File: src/rtl/irq_vector_ctrl.sv
// irq_vector_ctrl
//
// Interrupt controller that drives the VECTOR input of Core18. It collects
// NUM_IRQ asynchronous request lines and applies a per-channel enable and a
// per-channel edge/level mode. Requests are arbitrated by fixed priority,
// where the lowest channel wins. The chosen vector is held stable until the
// core acknowledges it. Channel i is reported as vector i+1, and vector 0
// means idle.
//
// Ports
//   CLK        system clock; all state changes on the rising edge
//   RESET_N    asynchronous active-low reset
//   IRQ        raw request lines, asynchronous to CLK
//   ACK        single-cycle pulse: the core has taken the presented vector
//   CFG_WR     configuration write strobe
//   CFG_ADRS   register select:
//                0 = ENABLE  (read/write)
//                1 = EDGE    (read/write)
//                2 = PENDING (read; write 1 to clear)
//                3 = SWTRIG  (write only; reads 0)
//   CFG_WDATA  configuration write data; bits above NUM_IRQ are ignored
//   CFG_RDATA  read data, combinational from CFG_ADRS, zero-extended
//   VECTOR     registered vector to the core

module irq_vector_ctrl #(
  parameter int NUM_IRQ = 15,
  parameter int VEC_W   = 4,
  parameter int DATA_W  = 18
) (
  input  logic               CLK,
  input  logic               RESET_N,
  input  logic [NUM_IRQ-1:0] IRQ,
  input  logic               ACK,
  input  logic               CFG_WR,
  input  logic [1:0]         CFG_ADRS,
  input  logic [DATA_W-1:0]  CFG_WDATA,
  output logic [DATA_W-1:0]  CFG_RDATA,
  output logic [VEC_W-1:0]   VECTOR
);

  // Every channel needs a distinct nonzero vector, and every register field
  // must fit on the configuration bus.
  generate
    if (NUM_IRQ < 1 || NUM_IRQ >= (2 ** VEC_W)) begin : g_bad_num_irq
      $error("irq_vector_ctrl: NUM_IRQ must lie in 1..(2**VEC_W)-1");
    end
    if (DATA_W < NUM_IRQ) begin : g_bad_data_w
      $error("irq_vector_ctrl: DATA_W must be at least NUM_IRQ");
    end
  endgenerate

  typedef enum logic [1:0] {
    ST_IDLE    = 2'd0,
    ST_PRESENT = 2'd1,
    ST_BLANK   = 2'd2
  } state_t;

  state_t state_q, state_d;

  logic [VEC_W-1:0]   vector_q, vector_d;
  logic [NUM_IRQ-1:0] irq_s1, irq_s2, irq_s3;
  logic [NUM_IRQ-1:0] enable_q, edge_q, pending_q, pending_d;

  logic [NUM_IRQ-1:0] wdata_bits;
  logic               wr_enable, wr_edge, wr_pending, wr_swtrig;
  logic [NUM_IRQ-1:0] rise, sw_set, w1c_clr, ack_clr;
  logic [NUM_IRQ-1:0] request, present_mask;
  logic               cand_valid, present_live, ack_taken;
  logic [VEC_W-1:0]   cand_vec;

  // Write data bits above NUM_IRQ are deliberately ignored.
  logic unused_wdata;
  assign unused_wdata = ^CFG_WDATA;

  assign wdata_bits = CFG_WDATA[NUM_IRQ-1:0];
  assign wr_enable  = CFG_WR && (CFG_ADRS == 2'd0);
  assign wr_edge    = CFG_WR && (CFG_ADRS == 2'd1);
  assign wr_pending = CFG_WR && (CFG_ADRS == 2'd2);
  assign wr_swtrig  = CFG_WR && (CFG_ADRS == 2'd3);

  // Two-flop synchroniser plus a history flop. A rising edge is s2 & ~s3.
  always_ff @(posedge CLK or negedge RESET_N) begin
    if (!RESET_N) begin
      irq_s1 <= '0;
      irq_s2 <= '0;
      irq_s3 <= '0;
    end else begin
      irq_s1 <= IRQ;
      irq_s2 <= irq_s1;
      irq_s3 <= irq_s2;
    end
  end

  // One-hot mask of the channel whose vector is currently presented.
  always_comb begin
    present_mask = '0;
    for (int i = 0; i < NUM_IRQ; i++) begin
      present_mask[i] = (vector_q == VEC_W'(i + 1));
    end
  end

  assign ack_taken = (state_q == ST_PRESENT) && ACK;

  // Pending update. On an edge channel, any set source wins over a clear
  // source in the same cycle, so a new edge is never lost. A level channel
  // simply follows its synchronised input.
  always_comb begin
    rise      = irq_s2 & ~irq_s3;
    sw_set    = wr_swtrig  ? wdata_bits : '0;
    w1c_clr   = wr_pending ? wdata_bits : '0;
    ack_clr   = ack_taken  ? present_mask : '0;
    pending_d = (edge_q & ((pending_q & ~(w1c_clr | ack_clr)) | rise | sw_set))
              | (~edge_q & irq_s2);
  end

  always_ff @(posedge CLK or negedge RESET_N) begin
    if (!RESET_N) begin
      enable_q  <= '0;
      edge_q    <= '0;
      pending_q <= '0;
    end else begin
      pending_q <= pending_d;
      if (wr_enable) begin
        enable_q <= wdata_bits;
      end
      if (wr_edge) begin
        edge_q <= wdata_bits;
      end
    end
  end

  // Fixed-priority arbitration: the lowest enabled pending channel wins.
  // The loop runs from the top down, so the last match is the lowest index.
  always_comb begin
    request    = pending_q & enable_q;
    cand_valid = |request;
    cand_vec   = '0;
    for (int i = NUM_IRQ - 1; i >= 0; i--) begin
      if (request[i]) begin
        cand_vec = VEC_W'(i + 1);
      end
    end
    present_live = |(request & present_mask);
  end

  // A presented vector is never preempted by a higher-priority request. It
  // leaves PRESENT only on ACK, which goes through a one-cycle BLANK so the
  // core sees VECTOR fall. It also leaves when the request is withdrawn,
  // returning straight to IDLE.
  always_comb begin
    state_d  = state_q;
    vector_d = vector_q;
    unique case (state_q)
      ST_IDLE: begin
        vector_d = '0;
        if (cand_valid) begin
          state_d  = ST_PRESENT;
          vector_d = cand_vec;
        end
      end
      ST_PRESENT: begin
        if (ACK) begin
          state_d  = ST_BLANK;
          vector_d = '0;
        end else if (!present_live) begin
          state_d  = ST_IDLE;
          vector_d = '0;
        end
      end
      ST_BLANK: begin
        state_d  = ST_IDLE;
        vector_d = '0;
      end
      default: begin
        state_d  = ST_IDLE;
        vector_d = '0;
      end
    endcase
  end

  always_ff @(posedge CLK or negedge RESET_N) begin
    if (!RESET_N) begin
      state_q  <= ST_IDLE;
      vector_q <= '0;
    end else begin
      state_q  <= state_d;
      vector_q <= vector_d;
    end
  end

  assign VECTOR = vector_q;

  // Read mux. SWTRIG is write-only and reads as zero.
  always_comb begin
    CFG_RDATA = '0;
    unique case (CFG_ADRS)
      2'd0:    CFG_RDATA[NUM_IRQ-1:0] = enable_q;
      2'd1:    CFG_RDATA[NUM_IRQ-1:0] = edge_q;
      2'd2:    CFG_RDATA[NUM_IRQ-1:0] = pending_q;
      default: CFG_RDATA = '0;
    endcase
  end

endmodule

File: config.mk
export PLATFORM = sky130hd
export DESIGN_NAME = irq_vector_ctrl
export DESIGN_NICKNAME = d
export VERILOG_FILES = /design/src/rtl/irq_vector_ctrl.sv
export SDC_FILE = /design/constraint.sdc
export NUM_CORES = 1
export LEC_CHECK = 0
export ABC_AREA = 0
export CORE_MARGIN = 1.5
export CORE_UTILIZATION = 35
export CTS_CLUSTER_DIAMETER = 200
export DETAILED_ROUTE_END_ITERATION = 7
export SLEW_MARGIN = 20
export SYNTH_ARGS = -nofsm -noshare
export SYNTH_HDL_FRONTEND = slang
export SYNTH_SLANG_ARGS = --single-unit
export TNS_END_PERCENT = 1
File: constraint.sdc
create_clock -name CLK -period 2.1 [get_ports CLK]
set_input_delay 0.315 -clock CLK [delete_from_list [all_inputs] [get_ports CLK]]
set_output_delay 0.315 -clock CLK [all_outputs]
set_load 0.03 [all_outputs]
# ---- Yosys cells after proc, flatten, opt, wreduce, memory -nomap -nowiden
# Cells that the tools add are included.
dict set report word_totals {
  mem_bits_rw 0
  rom_bits 0
  inputBits 39
  wordCells 79
  memories 0
  ff_bits 96
  latch_bits 0
  out_inout_bits 22
}
dict set report op_classes {
  n_reduce_logical 10
  add_sub_neg 0
  n_mul 0
  eq_ne 21
  order_cmp 0
  div_mod_pow 0
  shifts 0
  n_mux 27
  n_bitwise 13
}
# op count
set op_table {}
lappend op_table {{$and 15x15->15} 6}
lappend op_table {{$mux 4} 18}
lappend op_table {{$or 15x15->15} 4}
lappend op_table {{$mux 15} 3}
lappend op_table {{$not 15->15} 3}
lappend op_table {{$pmux 15 s3} 1}
lappend op_table {{$eq 4x4->1 const B} 8}
lappend op_table {{$reduce_or 15->1} 2}
lappend op_table {{$eq 4x3->1 const B} 4}
lappend op_table {{$eq 4x2->1 const B} 2}
lappend op_table {{$pmux 4 s2} 1}
lappend op_table {{$mux 2} 3}
lappend op_table {{$logic_and 1x1->1} 5}
lappend op_table {{$eq 2x1->1 const B} 2}
lappend op_table {{$eq 2x2->1 const B} 2}
lappend op_table {{$eq 4x1->1 const B} 1}
lappend op_table {{$logic_not 2->1} 2}
lappend op_table {{$pmux 2 s2} 1}
lappend op_table {{$ne 3x3->1 const B} 1}
lappend op_table {{$ne 2x2->1 const B} 1}
lappend op_table {{$reduce_and 2->1} 1}

# ---- Depth between registers and ports, before layout
# Gate-level depths: netlist of run 1.
dict set report depth {
  depth_word 18
  mapped_depth 9
  depth_no_buf 5
}

# ---- Least setup slack after synthesis of run 1
# Ideal clock, no wire load.
dict set report synth_path {
  path_kind {reg2reg}
  start {reg vector_q[0], in the netlist VECTOR[0]}
  end {reg vector_q[0], in the netlist VECTOR[0]}
  required_ns 2.033
  slack_ns 0.227
  path_stages_with_launch 6
  synth_period_minus_slack_ns 1.873
  path_buffers 1
  setup_time_ns 0.067
  arrival_ns 1.806
  cell_sequence {dfrtp_1 > buf_2 > mux4_2 > o32a_1 > a31oi_4 > a22o_1}
}
dict set report synth_between {
  elab_chain_len 4
  elab_cells_between_ends 18
  cone_classes {eq/ne: 16; bitwise: 1; reduce/logical: 1}
}
# item line_no
set synth_rtl {}
lappend synth_rtl {{from (decl)} 60} ;# logic [VEC_W-1:0] vector_q, vector_d;
lappend synth_rtl {{from (signal assigned)} 187} ;# vector_q <= vector_d;
lappend synth_rtl {{$eq 4x1->1 (tied with other cells)} 98} ;# present_mask[i] = (vector_q == VEC_W'(i + 1));
lappend synth_rtl {{$and 15x15->15 *} 143} ;# present_live = |(request & present_mask);
lappend synth_rtl {{$reduce_or 15->1 *} 143}
lappend synth_rtl {{$ne 3x3->1 (no source line) *} n/a}
# Mark *: on every way between the ends. The rest lies on a longest branch, timed or not.
# A chain may end at the register's enable or synchronous reset.

# ---- Worst setup path in the final report of run 1
dict set report layout_path {
  start {reg vector_q[0], in the netlist VECTOR[0]}
  end {out VECTOR[0]}
}
# item line_no
set layout_rtl {}
lappend layout_rtl {{to (decl)} 38} ;# output logic [VEC_W-1:0] VECTOR
# No word-level cell between the ends.

==> metrics.yaml, run 1 <==
floorplan:
  dieArea_um2: 12500
  io_pins: 61
  start_util: 0.361
  die_y_um: 112
  coreArea_um2: 11500
  rows: 39
  die_w_um: 112
yosys:
  synth_area_per_cell_um2: 12.0
  ys_seq_area_frac: 0.578
  yosysUniqueCellTypes: 45
  ys_seq_elements: 96
  async_flop_share: 1.00
  yosys_warnings: 0
  synthCells: 347
  ys.flop_type: "dfrtp_1"
  synth_edf_count: 0
  netlist_area_um2: 4160
finish:
  layout_common_cells: "dfrtp_1, nand2_1, clkdlybuf4s50_1"
  stdcell_area_um2: 5240
  fillers: 1094
  area_growth_pct: 26.2
  diodes: 0
  finalNonFillerCells: 562
  nets: 454
  fin_util: 0.455
  drive_gt1_frac: 0.232
  final_common_cell: "dfrtp_1"
timing:
  report.final.hold_viol_count: 0
  rsz0062_at_grt: "no"
  fin_crit_ns: 1.99
  max_freq_ghz: 0.503
  clock_skew_ns: 0.00892
  finalWorstSetupSlack_ns: 0.111
  period_share: 0.947
  slew_violations: 0
  finalSetupViolCount: 0
routing:
  wl_per_cell_um: 16.7
  drc: 4
  vias: 2927
  first_pass_iters: 8
  drt-total-wl_mm: 9.36
  vias_per_cell: 5.21
  antenna_left: 0
  drtIter0Drc: 145
status:
  status: "finished, violations left"
  violations: "design-rule violations"
setup_path:
  critPathMaxStageDelay_ns: 0.75
  cp_top_family: "buffers and inverters"
  required_ns: 1.78
  worstPathBufferInverterCount: 1
  crit_chain: "clkdlybuf4s50_1"
  critPathMaxFanout: 11
  cp-end-kind: "primary output"
  crit_type: "reg2out"
  reg2reg_slack_ns: 0.24
  slowest_stage: "clkdlybuf4s50_1"
  crit_arrival_ns: 1.67
  start_kind: "flip-flop"
clocking:
  cts.sink_count: 96
  htreeDepth: 3
  root_buffer: "clkbuf_16"
  clockBufferDepth: 2
  postCtsSetupRepairBufs: 0
  clk_latency_ns: 0.34
  cts_buffers: 9
  path_clk_slew_ns: 0.06
  cts_tree: "yes"
global_route:
  grt_max_degree: 55
  first_global_vias: 2912
  grtUsageTotal: 0.160
  overflow: 0
  grt_pass1_wl_mm: 15.6
  antenna_found_initial: 0
power_and_ir_drop:
  ir_drop_mv: 0.449
  leakage_nw: 2.21
  p_per_area_nw_per_um2: 1020
place:
  place.gp.congestion: 0.800
  io_buffers: 54
  pre_cts_ws_ns: -0.0381
  placed_cell_area_um2: 4930
  dp.cells: 546
  place_hpwl_mm: 6.71
run:
  maxCapViolations: 0
hold_path:
  hp-class: "reg2reg"
-- timing repair --
item                                    in CTS  in global routing
endpoints found under the setup margin       0                  3
hold buffers                                 1                  0
hold endpoints to repair                    27                  0
gates resized for setup                      0                  3
-- cells in the mapped netlist, types with 2 or more instances --
cell,instances,area share
dfrtp_1,96,0.58
buf_4,5,0.0090
nand3_1,10,0.012
a22oi_1,4,0.0072
o211ai_1,2,0.0036
nor2b_1,2,0.0030
nor3_1,2,0.0024
a21oi_1,2,0.0024
buf_6,2,0.0054
o21ai_0,16,0.019
nand3b_1,3,0.0054
clkbuf_1,5,0.0045
inv_1,2,0.0018
nand2_2,10,0.015
buf_2,6,0.0072
nor2_1,7,0.0063
o22ai_1,2,0.0030
a32o_1,17,0.041
nand2_1,65,0.059
a22o_1,18,0.038
and3_1,2,0.0030
mux2_2,30,0.081
mux2i_1,15,0.036
nand2b_1,3,0.0045
-- worst reg2reg max path, stage by stage, from the launching register on --
cell and delay [ns]:
dfrtp_1 0.58, mux4_2 0.57, o32a_1 0.22, a31oi_4 0.25, a22o_1 0.17
-- logic make-up (layout without fill, tap and decap cells) --
kind of cell / count (synthesis) / count (layout) / share of synthesized area
buffers and inverters: 21 / 91 / 0.0328
flip-flops: 96 / 96 / 0.578
multiplexers: 46 / 46 / 0.123
other: 1 / 3 / 0.000902
AND/OR/NAND/NOR: 111 / 111 / 0.126
AO/OA/AOI/OAI: 72 / 72 / 0.140
-- final timing paths --
path / start / end / cells after the start
max: VECTOR[0] / VECTOR[0] / 1
min: irq_s1[7] / irq_s2[7] / 0
max reg2reg: VECTOR[0] / VECTOR[0] / 4
min reg2reg: irq_s1[7] / irq_s2[7] / 0
max in group asynchronous: RESET_N / enable_q[11] / 3
min in group asynchronous: RESET_N / irq_s1[1] / 2
-- where the power goes --
| part | switching [mW] | internal [mW] |
|---|---|---|
| logic | 0.663 | 0.632 |
| clock network | 0.671 | 0.953 |
| registers | 0.313 | 2.11 |
| total | 1.65 | 3.69 |
-- per-layer routing --
metal / vias to the layer above / GRT usage / wire [µm]
met4: 0 / 0.0498 / 123
met3: 9 / 0.0425 / 374
met5: - / 0 / 0
li1: 1392 / - / -
met1: 1453 / 0.213 / 4330
met2: 73 / 0.258 / 4530
-- registers in the layout (all words and copies together), names as in the netlist --
register   flops
enable_q      15
edge_q        15
irq_s1        15
pending_q     15
VECTOR         4
irq_s3        15
irq_s2        15
state_q        2
-- final cells by class --
cell class,instances,area (µm²),share of cell area
Tap cell,143,179,0.0341
Multi-Input combinational cell,232,1620,0.310
Clock inverter,4,53.8,0.0103
Inverter,2,7.51,0.00143
Clock buffer,11,243,0.0463
Sequential cell,96,2400,0.459
Timing Repair Buffer,74,732,0.140
-- through the flow --
step	hold slack [ns]	TNS, ns	power (mW)
floorplan	0.0194	0	3.23
global placement	0.271	0	3.71
detailed placement	0.267	-0.121	3.75
CTS	0.350	0	5.39
global route	0.356	0	5.62
finish	0.348	0	5.34
Power figures use the tool's default switching activity.
==> inputs of run 2 (changes only) <==
- ABC_AREA: 0 -> not set
- clock period: 2.1 -> 2.2 ns (I/O delays scaled with it)
==> run 2 against run 1 <==
  * The run still ends with design-rule violations left
  * Flip-flop and latch count is the same
  * Critical path depth grew 6
  * Total power shrank 2.2%
  * Register-to-register slack gained 0.13 ns
  * Sequential share of layout area grew 0.17 points
  * Worst setup slack gained 0.017 ns
  * Core utilization shrank 0.22 points
  * Largest power group unchanged
  * Count of clock-buffer cells in the layout is the same
==> metrics.yaml, run 2 (synthesis gave the netlist of run 1 again) <==
setup_path:
  slowest_stage: "clkdlybuf4s50_1"
  critPathMaxStageDelay_ns: 0.44  # -0.31 ns
  cp-end-kind: "primary output"
  reg2reg_slack_ns: 0.37  # +0.13 ns
  start_kind: "input pin"
  crit_chain: "clkdlybuf4s50_1, buf_12, nor2b_4, buf_4, nand2_1, o21ai_0, buf_4"
  worstPathBufferInverterCount: 4  # +3
  crit_arrival_ns: 1.74  # +0.07 ns
  cp_top_family: "buffers and inverters"
  r2r-start: "VECTOR[0]"
  reg2reg_depth: 4  # unchanged
  required_ns: 1.87  # +0.09 ns
  rr_endpoint: "VECTOR[0]"
  crit_type: "in2out"
  crit_top_cell: "buf_4"
  critPathMaxFanout: 16  # +5
  cp_num_cells: 7  # +6
routing:
  antenna_left: 0  # unchanged
  drc: 8  # +4
  drtIter0Drc: 195  # +34%
  vias_per_cell: 5.16  # -0.89%
  drt-total-wl_mm: 9.15  # -2.3%
  wl_per_cell_um: 16.4  # -1.2%
  first_pass_iters: 7  # -1
  vias: 2870  # -1.9%
clocking:
  htreeDepth: 3  # unchanged
  cts-resized-gates: 0  # unchanged
  clk_latency_ns: 0.35  # about the same
  root_buffer: "clkbuf_16"
  cts_tree: "yes"
  cts_buffers: 9  # unchanged
  cts.sink_count: 96  # unchanged
  clockBufferDepth: 2  # unchanged
  path_clk_slew_ns: 0.07  # about the same
place:
  dp.cells: 539  # -1.3%
  place_hpwl_mm: 6.51  # -3.0%
  io_buffers: 54  # unchanged
  place.gp.congestion: 0.798  # -0.26%
floorplan:
  start_util: 0.361  # unchanged
  die_y_um: 112  # unchanged
  rows: 39  # unchanged
  die_w_um: 112  # unchanged
  dieArea_um2: 12500  # unchanged
  coreArea_um2: 11500  # unchanged
  io_pins: 61  # unchanged
finish:
  nets: 447  # -1.5%
  finalNonFillerCells: 556  # -1.1%
  area_growth_pct: 25.6
  diodes: 0  # unchanged
  drive_gt1_frac: 0.215  # -0.0160
  fillers: 1069  # -2.3%
  layout_common_cells: "dfrtp_1, nand2_1, clkdlybuf4s50_1"
  final_common_cell: "dfrtp_1"
  fin_util: 0.453  # -0.00217
global_route:
  grt_max_degree: 57  # +3.6%
  grtUsageTotal: 0.159  # -0.00128
  antenna_found_initial: 0  # unchanged
  grt_pass1_wl_mm: 15.1  # -3.2%
  first_global_vias: 2909  # -0.10%
  overflow: 0  # unchanged
timing:
  report.final.hold_viol_count: 0  # unchanged
  totalNegativeSetupSlack_ns: 0  # unchanged
  worst-slew-pin-transition_ns: 0.557
  fin_crit_ns: 2.07
  rsz0062_at_grt: "no"
  period_share: 0.942
  slew_headroom: 0.629
  clock_skew_ns: 0.00697  # -0.00195 ns
  finalSetupViolCount: 0  # unchanged
  max_freq_ghz: 0.483
  slew_violations: 0  # unchanged
hold_path:
  hold_path_depth: 0  # unchanged
  min_to: "irq_s2[14]"
  hp-class: "reg2reg"
  hold_path_startpoint: "irq_s1[14]"
power_and_ir_drop:
  ir_drop_mv: 0.487  # +8.3%
  p_per_area_nw_per_um2: 1000  # -1.8%
  leakage_nw: 2.20  # -0.64%
status:
  violations: "design-rule violations"
  status: "finished, violations left"
run:
  maxCapViolations: 0  # unchanged
run 2: cell type report:
type	count	area [µm²]	share of cell area
Sequential cell	96	2400	0.460
Multi-Input combinational cell	232	1620	0.311
Timing Repair Buffer	67	676	0.129
Clock buffer	11	243	0.0465
Tap cell	143	179	0.0343
Clock inverter	5	87.6	0.0168
Inverter	2	7.51	0.00144
run 2: worst max path at each step:
stage                           start       endpoint  slack [ns]
after floorplan           CFG_ADRS[0]  CFG_RDATA[10]        0.31
after global placement    CFG_ADRS[0]   pending_q[1]        0.10
after detailed placement  CFG_ADRS[0]   pending_q[1]        0.09
after CTS                   VECTOR[3]      VECTOR[3]        0.12
after global routing        VECTOR[3]      VECTOR[3]        0.04
final                     CFG_ADRS[0]   CFG_RDATA[3]        0.13
run 2: metrics by stage:
stage          hold slack, ns  cell area, µm²  setup WS [ns]  total power [mW]
2_1_floorplan          0.0344            4160          0.309              3.09
6_report                0.348            5220          0.128              5.22
3_3_place_gp            0.333            4880          0.105              3.53
4_1_cts                 0.350            5220          0.119              5.29
3_5_place_dp            0.335            4880         0.0883              3.55
5_1_grt                 0.355            5220         0.0416              5.51
run 2: where the power goes:
group          switching, mW  internal, mW  total, mW  leakage (nW)
logic                  0.624         0.590       1.21         0.911
clock network          0.664          1.04       1.70         0.158
registers              0.295          2.01       2.30          1.13
run 2: worst register-to-register path, cell delays in order (launching register included):
cell	delay [ns]
dfrtp_1	0.57
mux4_2	0.56
o32a_1	0.22
a31oi_4	0.24
a22o_1	0.17
run 2: per-layer routing:
metal / global-route usage / routed length, µm
met3: 0.0523 / 517
met4: 0.0692 / 172
met1: 0.209 / 4250
met5: 0 / 0
met2: 0.241 / 4210
run 2: timing repair:
item,4_1_cts,5_1_grt
endpoints found under the setup margin,0,0
hold buffers,1,0
endpoints found under the hold margin,40,0
buffers inserted,0,0
